[config.mk]
export PLATFORM = sky130hd
export DESIGN_NAME = hazard_fwd_ctrl
export DESIGN_NICKNAME = d
export VERILOG_FILES = /design/src/rtl/hfc_pkg.sv /design/src/rtl/hfc_shadow_pipe.sv /design/src/rtl/hazard_fwd_ctrl.sv
export SDC_FILE = /design/constraint.sdc
export NUM_CORES = 1
export LEC_CHECK = 0
export ABC_AREA = 1
export CORE_MARGIN = 3
export CORE_UTILIZATION = 40
export DETAILED_ROUTE_END_ITERATION = 16
export GPL_ROUTABILITY_DRIVEN = 0
export GPL_TIMING_DRIVEN = 0
export PLACE_DENSITY = 0.68
export SYNTH_ARGS = -nofsm -noshare
export SYNTH_HDL_FRONTEND = slang
export SYNTH_SLANG_ARGS = --single-unit
[constraint.sdc]
create_clock -name clk -period 3.32 [get_ports clk]
set_clock_uncertainty 0.05 [all_clocks]
set_input_delay 0.332 -clock clk [delete_from_list [all_inputs] [get_ports clk]]
set_output_delay 0.332 -clock clk [all_outputs]
set_load 0.01 [all_outputs]
[src/rtl/hfc_pkg.sv]
// hfc_pkg: shared definitions for the hazard/forwarding controller.
//   fwd_sel_e  - operand-source select encodings driven on fwd_a/fwd_b
//   slot_t     - one shadow-pipeline slot (valid, wen, waddr, is_load)
//   src_match  - source-vs-slot dependency compare
//   fwd_pick   - forward select, younger producer first
package hfc_pkg;

  // Slot addresses are stored at a fixed width so the record type can live
  // here; the top zero-extends its AW-bit addresses (AW must not exceed this).
  localparam int unsigned HFC_AW_MAX = 8;

  typedef enum logic [1:0] {
    FWD_RF    = 2'd0,
    FWD_MEMWB = 2'd1,
    FWD_EXMEM = 2'd2
  } fwd_sel_e;

  typedef struct packed {
    logic                  valid;
    logic                  wen;
    logic [HFC_AW_MAX-1:0] waddr;
    logic                  is_load;
  } slot_t;

  function automatic logic src_match(input logic                  used,
                                     input logic [HFC_AW_MAX-1:0] addr,
                                     input slot_t                 s,
                                     input logic                  r0_hard);
    return used && s.valid && s.wen && (addr == s.waddr) &&
           !(r0_hard && (addr == '0));
  endfunction

  function automatic fwd_sel_e fwd_pick(input logic m_ex, input logic m_mem);
    if (m_ex)       return FWD_EXMEM;
    else if (m_mem) return FWD_MEMWB;
    else            return FWD_RF;
  endfunction

endpackage

[src/rtl/hfc_shadow_pipe.sv]
// hfc_shadow_pipe: three-slot shadow of the EX/MEM/WB stages.
//   clk, rst : clock, synchronous active-high reset (clears every slot)
//   hold     : freeze all slots (multi-cycle EX in progress)
//   ex_in    : record entering EX (all-zero for a bubble)
//   ex_q, mem_q, wb_q : current slot contents
module hfc_shadow_pipe
  import hfc_pkg::*;
(
  input  logic  clk,
  input  logic  rst,
  input  logic  hold,
  input  slot_t ex_in,
  output slot_t ex_q,
  output slot_t mem_q,
  output slot_t wb_q
);

  always_ff @(posedge clk) begin
    if (rst) begin
      ex_q  <= '0;
      mem_q <= '0;
      wb_q  <= '0;
    end else if (!hold) begin
      wb_q  <= mem_q;
      mem_q <= ex_q;
      ex_q  <= ex_in;
    end
  end

endmodule

[src/rtl/hazard_fwd_ctrl.sv]
// hazard_fwd_ctrl: RAW hazard detection, stall/flush control and operand
// forwarding select for a 5-stage pipeline.
//   clk, rst          : clock, synchronous active-high reset
//   id_*              : instruction in ID (sources, destination, load flag)
//   ex_branch_taken   : taken branch resolved in EX -> squash ID
//   ex_busy           : multi-cycle EX op -> freeze the pipeline
//   pc_stall, ifid_stall, idex_bubble, if_flush : pipeline controls
//   fwd_a, fwd_b      : registered operand-source select for the EX instruction
//   stall_cycles      : saturating count of cycles with pc_stall=1
module hazard_fwd_ctrl
  import hfc_pkg::*;
#(
  parameter int unsigned AW      = 4,
  parameter bit          FWD_EN  = 1'b1,
  parameter bit          R0_HARD = 1'b1
) (
  input  logic          clk,
  input  logic          rst,
  input  logic          id_valid,
  input  logic [AW-1:0] id_rs,
  input  logic          id_rs_used,
  input  logic [AW-1:0] id_rt,
  input  logic          id_rt_used,
  input  logic          id_wen,
  input  logic [AW-1:0] id_waddr,
  input  logic          id_is_load,
  input  logic          ex_branch_taken,
  input  logic          ex_busy,
  output logic          pc_stall,
  output logic          ifid_stall,
  output logic          idex_bubble,
  output logic          if_flush,
  output logic [1:0]    fwd_a,
  output logic [1:0]    fwd_b,
  output logic [15:0]   stall_cycles
);

  slot_t                 ex_s, mem_s, wb_s, ex_in;
  logic [HFC_AW_MAX-1:0] rs_x, rt_x;
  logic                  a_ex, a_mem, b_ex, b_mem;
  logic                  hazard, flush, stall_hz, issue;
  logic [1:0]            unused_slot_bits;

  hfc_shadow_pipe u_pipe (
    .clk   (clk),
    .rst   (rst),
    .hold  (ex_busy),
    .ex_in (ex_in),
    .ex_q  (ex_s),
    .mem_q (mem_s),
    .wb_q  (wb_s)
  );

  // WB never causes a hazard (write-before-read RF) and MEM load flag is moot.
  assign unused_slot_bits = {^wb_s, mem_s.is_load};

  always_comb begin
    rs_x  = HFC_AW_MAX'(id_rs);
    rt_x  = HFC_AW_MAX'(id_rt);
    a_ex  = src_match(id_rs_used, rs_x, ex_s,  R0_HARD);
    a_mem = src_match(id_rs_used, rs_x, mem_s, R0_HARD);
    b_ex  = src_match(id_rt_used, rt_x, ex_s,  R0_HARD);
    b_mem = src_match(id_rt_used, rt_x, mem_s, R0_HARD);

    if (FWD_EN) hazard = id_valid && (a_ex || b_ex) && ex_s.is_load;
    else        hazard = id_valid && (a_ex || b_ex || a_mem || b_mem);

    flush    = ex_branch_taken && !ex_busy;
    stall_hz = hazard && !ex_busy && !flush;
    issue    = id_valid && !ex_busy && !flush && !stall_hz && !rst;

    ex_in = '0;
    if (issue) begin
      ex_in.valid   = 1'b1;
      ex_in.wen     = id_wen;
      ex_in.waddr   = HFC_AW_MAX'(id_waddr);
      ex_in.is_load = id_is_load;
    end

    pc_stall    = !rst && (ex_busy || stall_hz);
    ifid_stall  = pc_stall;
    idex_bubble = !rst && !ex_busy && (flush || stall_hz);
    if_flush    = !rst && flush;
  end

  always_ff @(posedge clk) begin
    if (rst) begin
      fwd_a <= FWD_RF;
      fwd_b <= FWD_RF;
    end else if (!ex_busy) begin
      if (issue && FWD_EN) begin
        fwd_a <= fwd_pick(a_ex, a_mem);
        fwd_b <= fwd_pick(b_ex, b_mem);
      end else begin
        fwd_a <= FWD_RF;
        fwd_b <= FWD_RF;
      end
    end
  end

  always_ff @(posedge clk) begin
    if (rst)                                  stall_cycles <= '0;
    else if (pc_stall && (stall_cycles != '1)) stall_cycles <= stall_cycles + 16'd1;
  end

endmodule

# Word-level counts from Yosys, hierarchy flattened
# Cells that the tools add are included.
dict set report word_totals {
  word_cells 64
  regBits 41
  output_inout_bits 24
}
dict set report classes {
  n_reduce_logical 41
  n_eq_ne 5
  mux 7
  addsub 1
}
# op count
set ops {}
lappend ops {{4-bit by 8-bit equality test with 1-bit output} 4}
lappend ops {{1-bit logical AND} 30}
lappend ops {{16-bit by 1-bit adder with 16-bit output, second input constant} 1}
lappend ops {{16-bit != test, second input constant} 1}
lappend ops {{11-bit two-way mux} 1}
lappend ops {{4-bit zero test} 2}
lappend ops {{2-bit two-way mux} 4}
lappend ops {{1-bit zero test} 6}
lappend ops {{1-bit logical OR} 3}
lappend ops {{1-bit two-way mux} 2}

# Longest topological paths before layout
dict set report depth {
  depth_word 13
  mapped_depth 13
  mapped_depth_nobuf 13
}

# Modules after synthesis
# From an unflattened synthesis, not the netlist that was laid out.
dict set report unflattened {
  hier_cells 473
  area_unflattened_um2 2970.3
}
# module area_per_inst_um2 cells_each seq_area_each_um2 n_inst
set by_module_without_submodules {}
lappend by_module_without_submodules {hazard_fwd_ctrl 1620.3 264 400.4 1}
lappend by_module_without_submodules {hfc_shadow_pipe 1350.0 209 660.6 1}

# Least setup slack after synthesis
# Ideal clock, no wire load.
dict set report synth_timing {
  path_kind {flip-flop to output port}
  from {register u_pipe.ex_q[1] in the netlist's numbering}
  to {output port pc_stall}
  t_required_ns 2.938
  n_path_buf 2
  arrival_time_ns 1.547
  slack_ns 1.391
  stages_incl_launch_ff 13
  cell_sequence {dfxtp_1 > inv_1 > nand2_1 > nand2_1 > nor2_1 > nand3_1 > nand2_1 > nand2_1 > nand2_2 > buf_2 > nand2_1 > nor2_1 > buf_4}
}
dict set report synth_between {
  elab_chain_len 10
}
# element line_no
set synth_rtl {}
lappend synth_rtl {{start: declaration} hfc_shadow_pipe.sv:13} ;# output slot_t ex_q,
lappend synth_rtl {{start signal: assignment} hfc_shadow_pipe.sv:26} ;# ex_q <= ex_in;
lappend synth_rtl {{4-bit by 8-bit equality test with 1-bit output} hfc_pkg.sv:29} ;# return used && s.valid && s.wen && (addr == s.waddr) &&
lappend synth_rtl {{1-bit logical AND (2 in series)} hfc_pkg.sv:29}
lappend synth_rtl {{1-bit logical OR *} n/a}
lappend synth_rtl {{1-bit logical AND * (2 in series)} hazard_fwd_ctrl.sv:65} ;# if (FWD_EN) hazard = id_valid && (a_ex || b_ex) && ex_s.is_load;
lappend synth_rtl {{1-bit logical AND * (2 in series)} hazard_fwd_ctrl.sv:69} ;# stall_hz = hazard && !ex_busy && !flush;
lappend synth_rtl {{1-bit logical OR *} hazard_fwd_ctrl.sv:80} ;# pc_stall = !rst && (ex_busy || stall_hz);
lappend synth_rtl {{1-bit logical AND *} hazard_fwd_ctrl.sv:80}
lappend synth_rtl {{end: declaration} hazard_fwd_ctrl.sv:29} ;# output logic pc_stall,
# Every way passes the cells marked *; elsewhere a longest branch is shown, timed or not.

# Worst setup path in the final report
dict set report layout_timing {
  from {input port id_rt[1]}
  to {output port pc_stall}
}
dict set report layout_between {
  elab_chain_len 10
}
# element line_no
set layout_rtl {}
lappend layout_rtl {{start: declaration} hazard_fwd_ctrl.sv:22} ;# input logic [AW-1:0] id_rt,
lappend layout_rtl {{4-bit by 8-bit equality test with 1-bit output or 4-bit zero test (tied branches)} {hfc_pkg.sv:29, hfc_pkg.sv:30}}
lappend layout_rtl {{1-bit logical AND or 1-bit zero test (tied branches)} {hfc_pkg.sv:29, hfc_pkg.sv:30}}
lappend layout_rtl {{1-bit logical AND *} hfc_pkg.sv:29}
lappend layout_rtl {{1-bit logical OR *} n/a}
lappend layout_rtl {{1-bit logical AND * (2 in series)} hazard_fwd_ctrl.sv:65}
lappend layout_rtl {{1-bit logical AND * (2 in series)} hazard_fwd_ctrl.sv:69}
lappend layout_rtl {{1-bit logical OR *} hazard_fwd_ctrl.sv:80}
lappend layout_rtl {{1-bit logical AND *} hazard_fwd_ctrl.sv:80}
# Marked as above.

==> impl_metrics.csv <==
group,metric,value,unit
cts,numCtsBuffers,5,
cts,clk_path_buf_depth,2,
sta,final_period_minus_worst_setup_slack,3.012,ns
synth,synth_cells,304,
pwr,p_int,602.8,uW
global_routing,grt_max_degree,12,
worst_setup_path,crit_path_top_delay_cell,"clkdlybuf4s50_1",
floorplan,die_w,76.88,um
pwr,power,840.9,uW
placed_design,hpwl,3977,um
synth,seq_area_frac_synth,0.3288,
cts,cts-root-buf,"clkbuf_8",
final_layout,final_net_count,377,
sta,fin_tns_setup,0,ns
routing,drc_errors,0,
final_layout,drive_gt1_frac,0.08146,
cts,cts.reportedPaths.clkPinSlew,0.07,ns
cts,clk_latency,0.29,ns
pwr,p_leak,1.047,nW
routing,via_per_inst,4.974,
sta,whs,0.4180,ns
worst_setup_path,critical_path_class,"input port to output port",
pwr,power_density,320.0,nW/um2
worst_setup_path,endpoint_kind,"output port",
sta,slew_viol_final,0,
worst_setup_path,slowest_delay,0.54,ns
routing,drtPass1Iterations,4,
worst_setup_path,worst-r2r-setup-slack,1.12,ns
pwr,power_frac_comb,0.138,
floorplan,dieHeight,76.88,um
worst_setup_path,worst-path-max-fanout,10,
pwr,pwr-share-clk,0.369,
synth,synth.distinct_cells,25,
synth,ys.flop_type,"dfxtp_1",
floorplan,core_area,4786,um2
synth,yosysMostFrequentCell,"nand2_1",
sta,tightest_slew,0.6009,ns
final_layout,syn_to_final_growth,30.76,%
global_routing,grt_pass1_vias,2072,
cts,cts_htree_levels,2,
routing,drt_wl_total,5406,um
pwr,p_seq_frac,0.493,
synth,synth_area_leaders,"dfxtp_1 33%, nand2_1 14%, inv_1 7.1%",
sta,rsz0062_at_grt,"false",
sta,setup-violations-final,0,
sta,final-hold-violation-count,0,
worst_setup_path,cp-start-kind,"input port",
outcome,outcome,"finished clean",
placed_design,portBuffers,44,
synth,synthArstFlopShare,0,
global_routing,grt_overflow,0,
global_routing,grtUsageTotal,0.1931,
floorplan,start_util,0.4199,
min_path,hp-class,"flop to flop",
synth,yosysTopAreaCell,"dfxtp_1",
floorplan,die-area,5910,um2
floorplan,ios,45,
sta,fin_crit_sh,0.9072,
worst_setup_path,critical_path_arrival,2.63,ns
routing,antenna_left,0,
sta,timing.final.ws_setup,0.3082,ns
final_layout,diodes,0,
worst_setup_path,crit_top_cell,"nand2_1",
worst_setup_path,cp.required,2.94,ns
synth,syn-num-nets,326,
routing,routedWlPerCell,12.78,um
cts,cts.sink_count,33,
synth,synth_warnings,0,
synth,netlist_area,2009,um2
synth,synth_top_area_frac,0.3288,
pwr,peakVddDrop,0.0002071,V
pwr,power.share.switching,0.2832,
worst_setup_path,path_cells,"clkdlybuf4s50_1 -> inv_1 -> nand2_1 -> nand2_1 -> nor2_1 -> nand3_1 -> nand2_1 -> nand2_1 -> nand2_4 -> buf_4 -> nand2_1 -> nor2_1 -> buf_4 -> clkdlybuf4s50_1",
global_routing,antenna_found_initial,0,
synth,synth_commonest_cells,"76 x nand2_1, 38 x inv_1, 36 x nor2_1",
synth,avgSynthCellArea,6.610,um2
routing,drt_iter0_markers,76,
placed_design,dp_slack,0.1994,ns
floorplan,num_rows,25,
placed_design,dpl_cell_area,2534,um2
sta,relSlewSlack,0.5994,
job,max_cap_viol_count,0,
pwr,p_sw,238.2,uW
routing,route.vias.total,2104,
final_layout,fin_area,2628,um2
sta,fmax,0.3320,GHz
synth,synth_edf_count,0,
cts,cts_tree,"built",
global_routing,grt_pass1_wl,9363,um
synth,ys_ff_latch,33,
## path summary, 6_finish.rpt
kind | depth (start not counted) | startpoint | end
min reg2reg | 2 | fwd_a[0]$_SDFFE_PP0N_ | fwd_a[0]$_SDFFE_PP0N_
max reg2reg | 9 | stall_cycles[0]$_SDFFE_PP0P_ | stall_cycles[11]$_SDFFE_PP0P_
max | 14 | id_rt[1] | pc_stall
min | 2 | fwd_a[0]$_SDFFE_PP0N_ | fwd_a[0]$_SDFFE_PP0N_
## cell type report
| type | instances | area [um2] |
|---|---|---|
| inverters | 39 | 147.6 |
| clock inverters | 3 | 17.52 |
| multi-input cells | 220 | 1147 |
| flip-flops and latches | 33 | 660.6 |
| fillers | 506 | 2158 |
| repair buffers | 44 | 440.4 |
| plain buffers | 12 | 61.31 |
| clock buffers | 5 | 68.82 |
| well taps | 67 | 83.83 |
## cell usage in the layout (no fill, tap or decap)
master and instances:
a21oi_1 20, a21oi_2 9, buf_1 1, buf_2 1
buf_4 2, buf_6 1, clkbuf_1 7, clkbuf_8 5
clkdlybuf4s50_1 44, clkinv_2 3, clkinvlp_4 1, dfxtp_1 33
ha_1 1, inv_1 38, nand2_1 76, nand2_2 1
nand2_4 1, nand3_1 21, nand3_2 1, nand4_1 22
nand4_4 1, nor2_1 36, nor3_1 3, nor3_2 1
nor3_4 1, o21ai_0 6, or2_2 1, xnor2_1 5
xor2_1 14
## sequential cells by signal (all words and copies together), names as in the netlist
register      count
fwd_a             2
u_pipe.ex_q       7
stall_cycles     16
u_pipe.mem_q      6
fwd_b             2
## per-stage QoR
stage          std cells    util
2_1_floorplan        304       -
3_3_place_gp         415  0.5294
3_5_place_dp         415  0.5294
4_1_cts              423  0.5475
5_1_grt              423  0.5490
6_report             423  0.5490
## layer usage
| layer | share of wire | GRT usage |
|---|---|---|
| met1 | 0.45 | 0.2261 |
| met4 | 0.019 | 0.07246 |
| met5 | 0 | 0 |
| met3 | 0.055 | 0.05869 |
| met2 | 0.47 | 0.3293 |
## critical path, delay by kind of cell
kind | cells | cell delay [ns]
buffers and inverters | 5 | 1.43
AND/OR/NAND/NOR | 9 | 0.87
## repair_timing
action,CTS,global route
buffers inserted,0,0
hold endpoints to repair,0,0
hold buffers,0,0
gates resized for setup,0,3
endpoints found under the setup margin,0,2
## power by group through the flow
stage | clock network, mW | registers (mW) | logic [mW]
6_report | 0.310 | 0.414 | 0.116
5_1_grt | 0.338 | 0.416 | 0.129
4_1_cts | 0.316 | 0.414 | 0.116
3_5_place_dp | 0 | 0.424 | 0.115
3_3_place_gp | 0 | 0.423 | 0.114
2_1_floorplan | 0 | 0.422 | 0.0617
## cells by family (layout without fill, tap and decap cells)
group,count (synthesis),count (layout),share of synthesized area
flip-flops,33,33,0.3288
buffers and inverters,51,103,0.1027
adder cells (fa/ha/maj),1,1,0.006226
AND/OR/NAND/NOR,165,165,0.3755
XOR/XNOR,19,19,0.08281
AO/OA/AOI/OAI,35,35,0.1040
No activity file was read; power rests on OpenSTA's default activity.
